### src/rtl/uart_note_rx.sv
// ---------------------------------------------------------------------------
// uart_note_rx
// 8N1 serial receiver for remote note commands. Each received byte updates a
// held-note bitmap and the scale select, in the same format as the physical
// keyboard, so a host can play the instrument over a serial link.
//
// Byte format: [7] on(1)/off(0), [6:4] scale field, [3:0] key index.
//   key 0..NUM_KEYS-1 : set/clear that key, other keys untouched
//   key 13,14         : key field ignored, scale still applied
//   key 15            : all keys released
//   scale 0 keeps, 1..5 loads, 6/7 saturate to 5
//
// Ports:
//   clk        in   system clock, all logic on posedge
//   reset_n    in   asynchronous reset, ACTIVE-HIGH despite the name
//   rx         in   serial line, idle high, asynchronous to clk
//   keys       out  held-note bitmap, bit k = key k on
//   scale      out  scale select 1..5
//   rx_byte    out  last correctly framed byte
//   byte_valid out  one-cycle pulse when rx_byte/keys/scale update
//   frame_err  out  one-cycle pulse when the stop bit is sampled low
//
// Optional feature macro: NOTE_TIMEOUT_EN
//   When defined, keys are released after TIMEOUT_MS of no received byte.
// ---------------------------------------------------------------------------
module uart_note_rx #(
  parameter int CLK_HZ     = 50_000_000,
  parameter int BAUD       = 9600,
  parameter int NUM_KEYS   = 13,
  parameter int TIMEOUT_MS = 500
) (
  input  logic                clk,
  input  logic                reset_n,
  input  logic                rx,
  output logic [NUM_KEYS-1:0] keys,
  output logic [2:0]          scale,
  output logic [7:0]          rx_byte,
  output logic                byte_valid,
  output logic                frame_err
);

  localparam int DIV  = CLK_HZ / BAUD;
  localparam int HALF = DIV / 2;
  localparam int CW   = $clog2(DIV + 1);

  localparam logic [CW-1:0]       CNT_ZERO  = {CW{1'b0}};
  localparam logic [CW-1:0]       CNT_ONE   = CW'(1'b1);
  localparam logic [CW-1:0]       DIV_LAST  = CW'(DIV - 1);
  localparam logic [CW-1:0]       HALF_LAST = CW'(HALF - 1);
  localparam logic [NUM_KEYS-1:0] KEY_ONE   = NUM_KEYS'(1'b1);
  localparam logic [NUM_KEYS-1:0] KEY_NONE  = {NUM_KEYS{1'b0}};

  generate
    if (DIV < 2) begin : g_div_check
      $error("uart_note_rx: CLK_HZ/BAUD must be at least 2");
    end
  endgenerate

  typedef enum logic [2:0] {
    S_IDLE,
    S_START,
    S_DATA,
    S_STOP,
    S_BREAK,
    S_DECODE
  } state_t;

  // Apply one command byte to the held-note bitmap.
  function automatic logic [NUM_KEYS-1:0] apply_keys(input logic [NUM_KEYS-1:0] cur,
                                                     input logic [7:0]          cmd);
    logic [NUM_KEYS-1:0] mask;
    logic [NUM_KEYS-1:0] res;
    mask = KEY_ONE << cmd[3:0];
    res  = cur;
    if (cmd[3:0] == 4'hF) begin
      res = KEY_NONE;
    end else if (int'(cmd[3:0]) < NUM_KEYS) begin
      if (cmd[7]) begin
        res = cur | mask;
      end else begin
        res = cur & ~mask;
      end
    end else begin
      res = cur;
    end
    return res;
  endfunction

  // Apply the scale field: 0 keeps, 1..5 load, 6/7 saturate at 5.
  function automatic logic [2:0] apply_scale(input logic [2:0] cur,
                                             input logic [2:0] field);
    logic [2:0] res;
    case (field)
      3'd0:                         res = cur;
      3'd1, 3'd2, 3'd3, 3'd4, 3'd5: res = field;
      3'd6, 3'd7:                   res = 3'd5;
      default:                      res = cur;
    endcase
    return res;
  endfunction

  state_t              state_q, state_d;
  logic [CW-1:0]       cnt_q, cnt_d;
  logic [2:0]          bit_cnt_q, bit_cnt_d;
  logic [7:0]          shift_q, shift_d;
  logic                rx_meta_q, rx_sync_q;
  logic [NUM_KEYS-1:0] keys_q, keys_d;
  logic [2:0]          scale_q, scale_d;
  logic [7:0]          rx_byte_q, rx_byte_d;
  logic                byte_valid_q, byte_valid_d;
  logic                frame_err_q, frame_err_d;

`ifdef NOTE_TIMEOUT_EN
  localparam int TO_CYC = TIMEOUT_MS * (CLK_HZ / 1000);
  localparam int TW     = $clog2(TO_CYC + 1);
  localparam logic [TW-1:0] IDLE_ZERO = {TW{1'b0}};
  localparam logic [TW-1:0] IDLE_ONE  = TW'(1'b1);
  localparam logic [TW-1:0] IDLE_MAX  = TW'(TO_CYC);
  localparam logic [TW-1:0] IDLE_LAST = TW'(TO_CYC - 1);
  logic [TW-1:0] idle_cnt_q, idle_cnt_d;
`endif

  // Next-state, datapath and output computation.
  always_comb begin
    state_d      = state_q;
    cnt_d        = cnt_q;
    bit_cnt_d    = bit_cnt_q;
    shift_d      = shift_q;
    keys_d       = keys_q;
    scale_d      = scale_q;
    rx_byte_d    = rx_byte_q;
    byte_valid_d = 1'b0;
    frame_err_d  = 1'b0;

    case (state_q)
      S_IDLE: begin
        cnt_d = CNT_ZERO;
        if (!rx_sync_q) begin
          state_d   = S_START;
          bit_cnt_d = 3'd0;
        end else begin
          state_d = S_IDLE;
        end
      end

      // Recheck at mid start bit so a short low glitch is dropped silently.
      S_START: begin
        if (cnt_q == HALF_LAST) begin
          cnt_d = CNT_ZERO;
          if (!rx_sync_q) begin
            state_d = S_DATA;
          end else begin
            state_d = S_IDLE;
          end
        end else begin
          cnt_d = cnt_q + CNT_ONE;
        end
      end

      // LSB arrives first, so shift in from the top.
      S_DATA: begin
        if (cnt_q == DIV_LAST) begin
          cnt_d   = CNT_ZERO;
          shift_d = {rx_sync_q, shift_q[7:1]};
          if (bit_cnt_q == 3'd7) begin
            state_d = S_STOP;
          end else begin
            bit_cnt_d = bit_cnt_q + 3'd1;
          end
        end else begin
          cnt_d = cnt_q + CNT_ONE;
        end
      end

      S_STOP: begin
        if (cnt_q == DIV_LAST) begin
          cnt_d = CNT_ZERO;
          if (rx_sync_q) begin
            state_d = S_DECODE;
          end else begin
            frame_err_d = 1'b1;
            state_d     = S_BREAK;
          end
        end else begin
          cnt_d = cnt_q + CNT_ONE;
        end
      end

      // A line held low after a bad frame must go high before a new start.
      S_BREAK: begin
        if (rx_sync_q) begin
          state_d = S_IDLE;
        end else begin
          state_d = S_BREAK;
        end
      end

      S_DECODE: begin
        rx_byte_d    = shift_q;
        byte_valid_d = 1'b1;
        keys_d       = apply_keys(keys_q, shift_q);
        scale_d      = apply_scale(scale_q, shift_q[6:4]);
        state_d      = S_IDLE;
      end

      default: begin
        state_d = S_IDLE;
      end
    endcase

`ifdef NOTE_TIMEOUT_EN
    // Release all notes once the host has been silent for the timeout.
    idle_cnt_d = idle_cnt_q;
    if (state_q == S_DECODE) begin
      idle_cnt_d = IDLE_ZERO;
    end else if (idle_cnt_q == IDLE_MAX) begin
      idle_cnt_d = IDLE_MAX;
    end else if (idle_cnt_q == IDLE_LAST) begin
      idle_cnt_d = IDLE_MAX;
      keys_d     = KEY_NONE;
    end else begin
      idle_cnt_d = idle_cnt_q + IDLE_ONE;
    end
`endif
  end

  // State, synchronizer and registered outputs.
  always_ff @(posedge clk or posedge reset_n) begin
    if (reset_n) begin
      state_q      <= S_IDLE;
      cnt_q        <= CNT_ZERO;
      bit_cnt_q    <= 3'd0;
      shift_q      <= 8'h00;
      rx_meta_q    <= 1'b1;
      rx_sync_q    <= 1'b1;
      keys_q       <= KEY_NONE;
      scale_q      <= 3'd1;
      rx_byte_q    <= 8'h00;
      byte_valid_q <= 1'b0;
      frame_err_q  <= 1'b0;
`ifdef NOTE_TIMEOUT_EN
      idle_cnt_q   <= IDLE_ZERO;
`endif
    end else begin
      state_q      <= state_d;
      cnt_q        <= cnt_d;
      bit_cnt_q    <= bit_cnt_d;
      shift_q      <= shift_d;
      rx_meta_q    <= rx;
      rx_sync_q    <= rx_meta_q;
      keys_q       <= keys_d;
      scale_q      <= scale_d;
      rx_byte_q    <= rx_byte_d;
      byte_valid_q <= byte_valid_d;
      frame_err_q  <= frame_err_d;
`ifdef NOTE_TIMEOUT_EN
      idle_cnt_q   <= idle_cnt_d;
`endif
    end
  end

  assign keys       = keys_q;
  assign scale      = scale_q;
  assign rx_byte    = rx_byte_q;
  assign byte_valid = byte_valid_q;
  assign frame_err  = frame_err_q;

endmodule

### config.mk
export PLATFORM = sky130hd
export DESIGN_NAME = uart_note_rx
export DESIGN_NICKNAME = d
export VERILOG_FILES = /design/src/rtl/uart_note_rx.sv
export SDC_FILE = /design/constraint.sdc
export NUM_CORES = 1
export LEC_CHECK = 0
export CAP_MARGIN = 20
export CORE_MARGIN = 4
export CORE_UTILIZATION = 35
export DETAILED_ROUTE_END_ITERATION = 8
export GPL_TIMING_DRIVEN = 0
export SYNTH_ARGS = -nofsm -noshare
export SYNTH_HDL_FRONTEND = slang
export SYNTH_SLANG_ARGS = --single-unit
export TNS_END_PERCENT = 30
### constraint.sdc
create_clock -name clk -period 3.7 [get_ports clk]
set_input_delay 0.74 -clock clk [delete_from_list [all_inputs] [get_ports clk]]
set_output_delay 0.74 -clock clk [all_outputs]
set_load 0.005 [all_outputs]
==> impl_metrics.yaml, run 1 <==
run_status:
  status: "finished, final reports clean"
pwr:
  power.leakage_nw: 1.36
  powerDensity_nw_per_um2: 308
  ir_drop_uv: 140
placed_design:
  dpl.hpwl_um: 3840
  io_buffers: 28
  place_congestion: 0.860
  dpl-instance-area_um2: 3050
  placed_cells: 401
finish:
  fillers: 719
  diodes: 0
  post_layout_nonfiller_instances: 409
  final_area_um2: 3130
  syn_to_final_growth_pct: 19.6
  drive_above_1_share_pct: 8.71
  fin_nets: 315
logic_synthesis:
  ys_ff_latch: 55
  yosysWarnings: 0
  ys.flop_type: "dfrtp_1"
  netlist_instances: 273
  ys_top_cells_by_count: "dfrtp_1, nand2_1, o21ai_0"
  ys_types: 43
  synthAdderAreaFrac_pct: 1.43
  mappedNetlistArea_um2: 2620
  synth_top_cell_by_area: "dfrtp_1"
  synth_edf_count: 0
  avgSynthCellArea_um2: 9.60
  synth_top_family_by_area: "simple AND/OR/NAND/NOR gates"
  synth_area_leaders: "dfrtp_1, nand2_1, o21ai_0"
  yosysMostFrequentCell: "dfrtp_1"
  synthMuxAreaShare_pct: 4.25
  synth-compound-area-share_pct: 13.7
  synth_nets: 279
  synthXorXnorAreaFrac_pct: 2.34
  synth_top_area_share_pct: 49.6
  synth-simple-area-share_pct: 22.9
  synth-async-reset-ratio_pct: 100
  ys_seq_area_share_pct: 52.6
timing:
  fmax_mhz: 394
  final_max_slew_viol_count: 0
  rsz0062_at_grt: "no"
  finalHoldViolCount: 0
  period_needed_ns: 2.54
  setup_violations: 0
  skew_ns: 0.00516
  maxSlewHeadroom_pct: 59.8
  period_share_pct: 68.6
  finalSetupTns_ns: 0
  worst_pin_slew_ns: 0.599
detailed_routing:
  vias: 2046
  firstDrtPassIters: 4
  wire_per_inst_um: 13.0
  drtIter0Drc: 55
  via_per_inst: 5.00
  drc: 0
  final_antenna_net_count: 0
  wl_um: 5300
global_route:
  grt_pass1_wl_um: 9140
  grt_use_met1_pct: 16.0
  met3_usage_pct: 2.87
  grt_usage_pct: 12.9
  grt_pass1_vias: 1938
  grt_antenna_before_repair: 0
  grt-ovfl-total: 0
  top_usage_layer: "met2"
  grt_max_degree: 39
  met2_usage_pct: 21.4
clock_network:
  cts_resized: 0
  cts_tree: "yes"
  clockRootBuffer: "clkbuf_8"
  htreeDepth: 2
  postCtsSetupBuffers: 0
  clkLatencyLatePin_ns: 0.31
  clk_pin_slew_ns: 0.10
  holdBufCountCts: 0
  cts_buffer_depth: 2
  cts_made_buffers: 5
  cts_sinks: 55
floorplanning:
  io_pins: 29
  initial_core_util_pct: 36.1
  die_w_um: 94.5
  row_count: 31
  die_area_um2: 8940
  die_h_um: 94.5
  core_um2: 7250
worst_setup_path:
  cp-start-kind: "flop"
  end_kind: "flop"
  cp_max_fo: 8
  crit_arrival_ns: 2.74
  crit_type: "reg -> reg"
  crit_required_ns: 3.91
worst_hold_path:
  hold_path.class: "reg -> reg"
job:
  maxCapViolCount: 0
## registers in the layout, indices dropped and copies added, names as in the netlist
register / cells
cnt_q: 13
shift_q: 8
scale: 3
keys: 13
frame_err: 1
rx_sync_q: 1
byte_valid: 1
rx_byte: 8
bit_cnt_q: 3
state_q: 3
rx_meta_q: 1
## routing by layer
layer	share of wire [%]	wire, µm	up-vias
li1	-	-	1026
met1	46	2440	963
met2	47	2500	44
met3	4.5	241	13
met4	2.3	123	0
met5	0	0	-
## worst max-delay path: stages (launching register included)
cell and delay (ns):
dfrtp_1 0.44, or4b_1 0.55, or4_1 0.51, buf_2 0.18, nor3_4 0.37, mux2_2 0.38
## cells in the final DEF (no fill, tap or decap), drive strengths merged, types with 5 or more instances in the layout
cell           instances
nand2b                 8
clkdlybuf4s50         28
nand2                 46
o21ai                 35
mux2                   9
nor3                   9
nor2b                  6
a21oi                 18
clkbuf                17
dfrtp                 52
xor2                   5
nor2                  17
## final cells by class
class / instances / area, µm² / area share [%]
tap: 99 / 124 / 3.95
buffer: 13 / 57.6 / 1.84
timing repair buffer: 29 / 300 / 9.58
sequential: 55 / 1380 / 44.0
clock inverter: 2 / 16.3 / 0.519
clock buffer: 6 / 72.6 / 2.32
inverter: 4 / 15.0 / 0.479
multi-input combinational: 201 / 1170 / 37.3
## cell families after synthesis
| logic type | count (synthesis) |
|---|---|
| AO/OA/AOI/OAI | 65 |
| flip-flops | 55 |
| XOR/XNOR | 7 |
| adder cells (fa/ha/maj) | 3 |
| buffers and inverters | 17 |
| multiplexers | 10 |
| AND/OR/NAND/NOR | 116 |
## per-stage QoR
step | util [%] | hold WS (ns) | worst slack, ns | total power, W
after floorplan | - | 0.345 | 1.32 | 0.000626
after global placement | 41.7 | 0.352 | 0.585 | 0.000632
after detailed placement | 42.0 | 0.348 | 1.16 | 0.000635
after CTS | 43.2 | 0.364 | 1.14 | 0.000980
after global routing | 43.2 | 0.375 | 1.02 | 0.00101
final | 43.2 | 0.362 | 1.16 | 0.000965
## report_power, final
| group | internal, W | switching [W] |
|---|---|---|
| Sequential | 0.000603 | 0.00000126 |
| Clock | 0.000137 | 0.000207 |
| Combinational | 0.00000502 | 0.0000129 |
## path summary, 6_finish.rpt
path / start / to / slack [ns] / cells past startpoint
max in group asynchronous: reset_n / rx_sync_q$_DFF_PP1_ / 2.38 / 3
min reg2reg: rx_meta_q$_DFF_PP1_ / rx_sync_q$_DFF_PP1_ / 0.36 / 0
max: cnt_q[9]$_DFFE_PP0P_ / shift_q[5]$_DFFE_PP0P_ / 1.16 / 5
max reg2reg: cnt_q[9]$_DFFE_PP0P_ / shift_q[5]$_DFFE_PP0P_ / 1.16 / 5
min in group asynchronous: reset_n / state_q[2]$_DFFE_PP0P_ / 0.73 / 2
min: rx_meta_q$_DFF_PP1_ / rx_sync_q$_DFF_PP1_ / 0.36 / 0
Power figures use the tool's default switching activity.
==> run 2, diff against run 1 <==
==> constraint.sdc (replaced) <==
create_clock -name clk -period 2.1 [get_ports clk]
set_input_delay 0.42 -clock clk [delete_from_list [all_inputs] [get_ports clk]]
set_output_delay 0.42 -clock clk [all_outputs]
set_load 0.005 [all_outputs]
==> run 2 against run 1 <==
- the run now ends with negative setup slack left
- maximum frequency increased by 13%
- setup slack got worse by 1.3 ns
- combinational power up 77%
- sequential cell count unchanged
- sequential power up 75%
- die area unchanged
- clock skew is 0.0093 ns higher
- sequential share of layout area is 2.0 points lower
- critical path type unchanged
- critical endpoint is now shift_q[4]$_DFFE_PP0P_
- largest cell class unchanged
- highest routed layer unchanged
==> impl_metrics.yaml, run 2 (synthesis results as in run 1) <==
run_status:
  status: "finished, violations left"
  violations: "negative setup slack"
detailed_routing:
  final_antenna_net_count: 0
  via_per_inst: 5.09
  drtIter0Drc: 71
  firstDrtPassIters: 4
  drc: 0
  wire_per_inst_um: 13.4
  vias: 2101
  wl_um: 5550
floorplanning:
  row_count: 31
  die_h_um: 94.5
  core_um2: 7250
  die_area_um2: 8940
  io_pins: 29
  die_w_um: 94.5
  initial_core_util_pct: 36.1
finish:
  diodes: 0
  fin_nets: 319
  drive_above_1_share_pct: 15.0
  fillers: 722
  final_area_um2: 3300
  final_common_cell: "dfrtp_1"
  most-common-layout-cells: "dfrtp_1, nand2_1, o21ai_0"
  syn_to_final_growth_pct: 25.8
job:
  maxCapViolCount: 0
placed_design:
  dpl.hpwl_um: 3920
  place_congestion: 0.830
  io_buffers: 28
  dpl-instance-area_um2: 3050
pwr:
  power.leakage_nw: 1.42
  p_switching_w: 0.000363
  power_frac_seq_pct: 59.4
  swShare_pct: 20.3
  p_int_w: 0.00143
  ir_drop_uv: 255
  powerDensity_nw_per_um2: 543
  p_total_w: 0.00179
  p_comb_share_pct: 1.8
  clockPowerShare_pct: 38.8
clock_network:
  cts_sinks: 55
  htreeDepth: 2
  cts_tree: "yes"
  clk_pin_slew_ns: 0.09
  cts_buffer_depth: 2
  cts_made_buffers: 5
  clockRootBuffer: "clkbuf_8"
  clkLatencyLatePin_ns: 0.31
global_route:
  grt_usage_pct: 13.8
  grt_pass1_vias: 2150
  grt-ovfl-total: 0
  grt_antenna_before_repair: 0
  grt_max_degree: 36
  grt_pass1_wl_um: 9960
worst_setup_path:
  cp_slowest_cell: "or4_4"
  cp-start-kind: "flop"
  cp_max_fo: 8
  crit_chain: "or4b_1 -> or4_4 -> nor3_4 -> buf_12 -> mux2_4"
  crit_required_ns: 2.29
  end_kind: "flop"
  slowest_delay_ns: 0.61
  crit_type: "reg -> reg"
  crit_arrival_ns: 2.44
timing:
  setup_violations: 13
  period_share_pct: 107
  maxSlewHeadroom_pct: 64.7
  final_max_slew_viol_count: 0
  fmax_mhz: 444
  worst_pin_slew_ns: 0.526
  rsz0062_at_grt: "yes"
  setup_ws_ns: -0.153
  finalSetupTns_ns: -1.34
  period_needed_ns: 2.25
  finalHoldViolCount: 0
  skew_ns: 0.0144
worst_hold_path:
  hold_path.class: "reg -> reg"
==> run 2: cell types whose count changed in the layout (fill, tap and decap cells not counted), moves of 3 or more <==
cell      before  now
dfrtp_2        0    4
mux2_2         9    1
clkbuf_1      12    9
dfrtp_1       52   48
buf_4          0    8
mux2_4         0    8
==> run 2: cell type report <==
type                    count  area [µm²]  area share (%)
plain buffers               8        30.0           0.911
clock buffers               6        72.6            2.20
clock inverters             2        37.5            1.14
inverters                   4        15.0           0.455
multi-input cells         201        1250            38.0
flip-flops and latches     55        1390            42.0
well taps                  99         124            3.76
repair buffers             38         380            11.5
==> run 2: path summary, 6_finish.rpt <==
| check | depth (start not counted) | slack, ns | from | endpoint |
|---|---|---|---|---|
| max | 5 | -0.15 | cnt_q[5]$_DFFE_PP0P_ | shift_q[4]$_DFFE_PP0P_ |
| min | 0 | 0.36 | rx_meta_q$_DFF_PP1_ | rx_sync_q$_DFF_PP1_ |
| max reg2reg | 5 | -0.15 | cnt_q[5]$_DFFE_PP0P_ | shift_q[4]$_DFFE_PP0P_ |
| min reg2reg | 0 | 0.36 | rx_meta_q$_DFF_PP1_ | rx_sync_q$_DFF_PP1_ |
| max in group asynchronous | 3 | 1.06 | reset_n | rx_meta_q$_DFF_PP1_ |
| min in group asynchronous | 2 | 0.43 | reset_n | scale[1]$_DFFE_PP0P_ |
==> run 2: power groups by stage <==
stage               Combinational, W  Sequential (W)  Clock [W]
floorplan                  0.0000186         0.00108          0
global placement           0.0000284         0.00108          0
detailed placement         0.0000340         0.00108          0
CTS                        0.0000338         0.00106   0.000720
global route               0.0000383         0.00106   0.000762
finish                     0.0000318         0.00106   0.000694
==> run 2: worst max-delay path: cells and delay by family (launching register included) <==
| family | cells | cell delay (ns) |
|---|---|---|
| DFF | 1 | 0.41 |
| muxes | 1 | 0.30 |
| and+or+nand+nor | 3 | 1.27 |
| buffers and inverters | 1 | 0.16 |
==> run 2: per-stage QoR <==
stage	hold WS (ns)	setup slack [ns]	std cells	util, %
finish	0.361	-0.153	413	45.5
floorplan	0.345	-0.234	273	-
CTS	0.362	-0.247	415	45.0
detailed placement	0.349	-0.424	401	42.0
global route	0.364	-0.206	413	45.5
global placement	0.350	-0.680	400	41.7
==> run 2: timing repair <==
action	4_1_cts	5_1_grt
hold buffers	0	0
gates resized for setup	17	10
setup buffers	8	1
gates cloned	0	0
setup endpoints to repair	24	35
pin swaps	4	6
==> run 2: per-layer routing <==
metal  part of all wire [%]  track usage [%]  vias to the layer above
met5                      0                0                        -
met2                     51             24.6                       38
li1                       -                -                     1031
met3                    3.8             2.71                        6
met4                   0.92             3.13                        0
met1                     45             17.2                     1026
==> run 3, diff against run 2 <==
--- a/config.mk
+++ b/config.mk
@@ -10,6 +10,7 @@
 export CORE_UTILIZATION = 35
 export DETAILED_ROUTE_END_ITERATION = 8
 export GPL_TIMING_DRIVEN = 0
+export SKIP_LAST_GASP = 1
 export SYNTH_ARGS = -nofsm -noshare
 export SYNTH_HDL_FRONTEND = slang
 export SYNTH_SLANG_ARGS = --single-unit
==> run 3 against run 2 <==
- the flow still finishes with violations (negative setup slack)
- maximum frequency is essentially flat
- worst hold slack is essentially flat
- clock skew is the same
- wire length is essentially flat
- cell area is essentially flat
- sequential share of layout area is essentially flat
- sequential power is essentially flat
- largest cell class unchanged
==> impl_metrics.yaml, run 3 (synthesis results as in run 1) <==
timing:
  finalHoldViolCount: 0
  fmax_mhz: 444
  final_max_slew_viol_count: 0
  rsz0062_at_grt: "yes"
  maxSlewHeadroom_pct: 64.5
  skew_ns: 0.0144
  worst_pin_slew_ns: 0.528
  period_needed_ns: 2.25
  hold_slack_ns: 0.361
  period_share_pct: 107
  setup_violations: 13
  setup_ws_ns: -0.154
global_route:
  grt_pass1_vias: 2150
  grt-ovfl-total: 0
  grt_pass1_wl_um: 9960
  grt_max_degree: 36
  grt_usage_pct: 13.8
  grt_antenna_before_repair: 0
finish:
  fin_nets: 319
  final_area_um2: 3290
  fillers: 723
  final_common_cell: "dfrtp_1"
  syn_to_final_growth_pct: 25.7
  drive_above_1_share_pct: 14.6
  post_layout_nonfiller_instances: 413
  most-common-layout-cells: "dfrtp_1, nand2_1, o21ai_0"
  diodes: 0
clock_network:
  htreeDepth: 2
  clockRootBuffer: "clkbuf_8"
  clk_pin_slew_ns: 0.09
  cts_buffer_depth: 2
  cts_made_buffers: 5
  clkLatencyLatePin_ns: 0.31
  holdBufCountCts: 0
  cts_tree: "yes"
  cts_sinks: 55
run_status:
  violations: "negative setup slack"
  status: "finished, violations left"
pwr:
  powerDensity_nw_per_um2: 543
  power.leakage_nw: 1.42
  ir_drop_uv: 255
  p_total_w: 0.00179
placed_design:
  place_congestion: 0.830
  dpl.hpwl_um: 3920
  placed_cells: 401
  io_buffers: 28
  dpl-instance-area_um2: 3050
worst_setup_path:
  cp_slowest_cell: "or4_4"
  end_kind: "flop"
  crit_type: "reg -> reg"
  cp_top_family: "simple AND/OR/NAND/NOR gates"
  crit_buf_inv: 1
  slowest_delay_ns: 0.61
  crit_arrival_ns: 2.44
  crit_chain: "or4b_1 -> or4_4 -> nor3_4 -> buf_12 -> mux2_4"
  cp-start-kind: "flop"
  cp_max_fo: 8
  crit_required_ns: 2.29
floorplanning:
  die_w_um: 94.5
  die_area_um2: 8940
  row_count: 31
  die_h_um: 94.5
  initial_core_util_pct: 36.1
  io_pins: 29
  core_um2: 7250
detailed_routing:
  wl_um: 5550
  drtIter0Drc: 72
  via_per_inst: 5.10
  drc: 0
  vias: 2107
  firstDrtPassIters: 4
  wire_per_inst_um: 13.4
  final_antenna_net_count: 0
worst_hold_path:
  hold_path.class: "reg -> reg"
job:
  maxCapViolCount: 0
-- run 3: final cells by class --
cell class	count	area, µm²	area share (%)
plain buffers	8	30.0	0.912
clock buffers	6	72.6	2.20
clock inverters	2	37.5	1.14
inverters	4	15.0	0.456
multi-input cells	201	1250	37.9
flip-flops and latches	55	1390	42.0
well taps	99	124	3.76
repair buffers	38	380	11.5
-- run 3: through the flow --
step | setup slack [ns] | utilization, % | setup TNS (ns)
final | -0.154 | 45.4 | -1.34
after global routing | -0.206 | 45.4 | -2.63
after CTS | -0.247 | 45.0 | -3.59
after detailed placement | -0.424 | 42.0 | -7.33
after global placement | -0.680 | 41.7 | -43.13
after floorplan | -0.234 | - | -3.30
-- run 3: per-layer routing --
metal / up-vias / GRT usage [%] / part of all wire, %
met1: 1026 / 17.2 / 44
met4: 0 / 3.13 / 0.92
met5: - / 0 / 0
li1: 1031 / - / -
met3: 6 / 2.71 / 4.2
met2: 44 / 24.6 / 50
-- run 3: worst paths after layout --
path	startpoint	to	slack (ns)	cells past startpoint
worst max-delay path	cnt_q[5]$_DFFE_PP0P_	shift_q[4]$_DFFE_PP0P_	-0.15	5
worst max register to register	cnt_q[5]$_DFFE_PP0P_	shift_q[4]$_DFFE_PP0P_	-0.15	5
worst min register to register	rx_meta_q$_DFF_PP1_	rx_sync_q$_DFF_PP1_	0.36	0
worst min-delay path	rx_meta_q$_DFF_PP1_	rx_sync_q$_DFF_PP1_	0.36	0
max in group asynchronous	reset_n	rx_meta_q$_DFF_PP1_	1.06	3
min in group asynchronous	reset_n	scale[1]$_DFFE_PP0P_	0.43	2
-- run 3: report_power, final --
group	switching, W	internal [W]
registers	0.00000226	0.00106
clock network	0.000337	0.000356
logic	0.0000229	0.00000892
-- run 3: repair_timing --
item	4_1_cts	5_1_grt
buffers inserted	8	1
pin swaps	4	6
gates resized for setup	16	9
endpoints found under the setup margin	24	35
cloned	0	0
-- run 3: worst reg2reg max path: stages (launching register included) --
cell     delay, ns
dfrtp_2       0.41
or4b_1        0.49
or4_4         0.61
nor3_4        0.17
buf_12        0.16
mux2_4        0.30
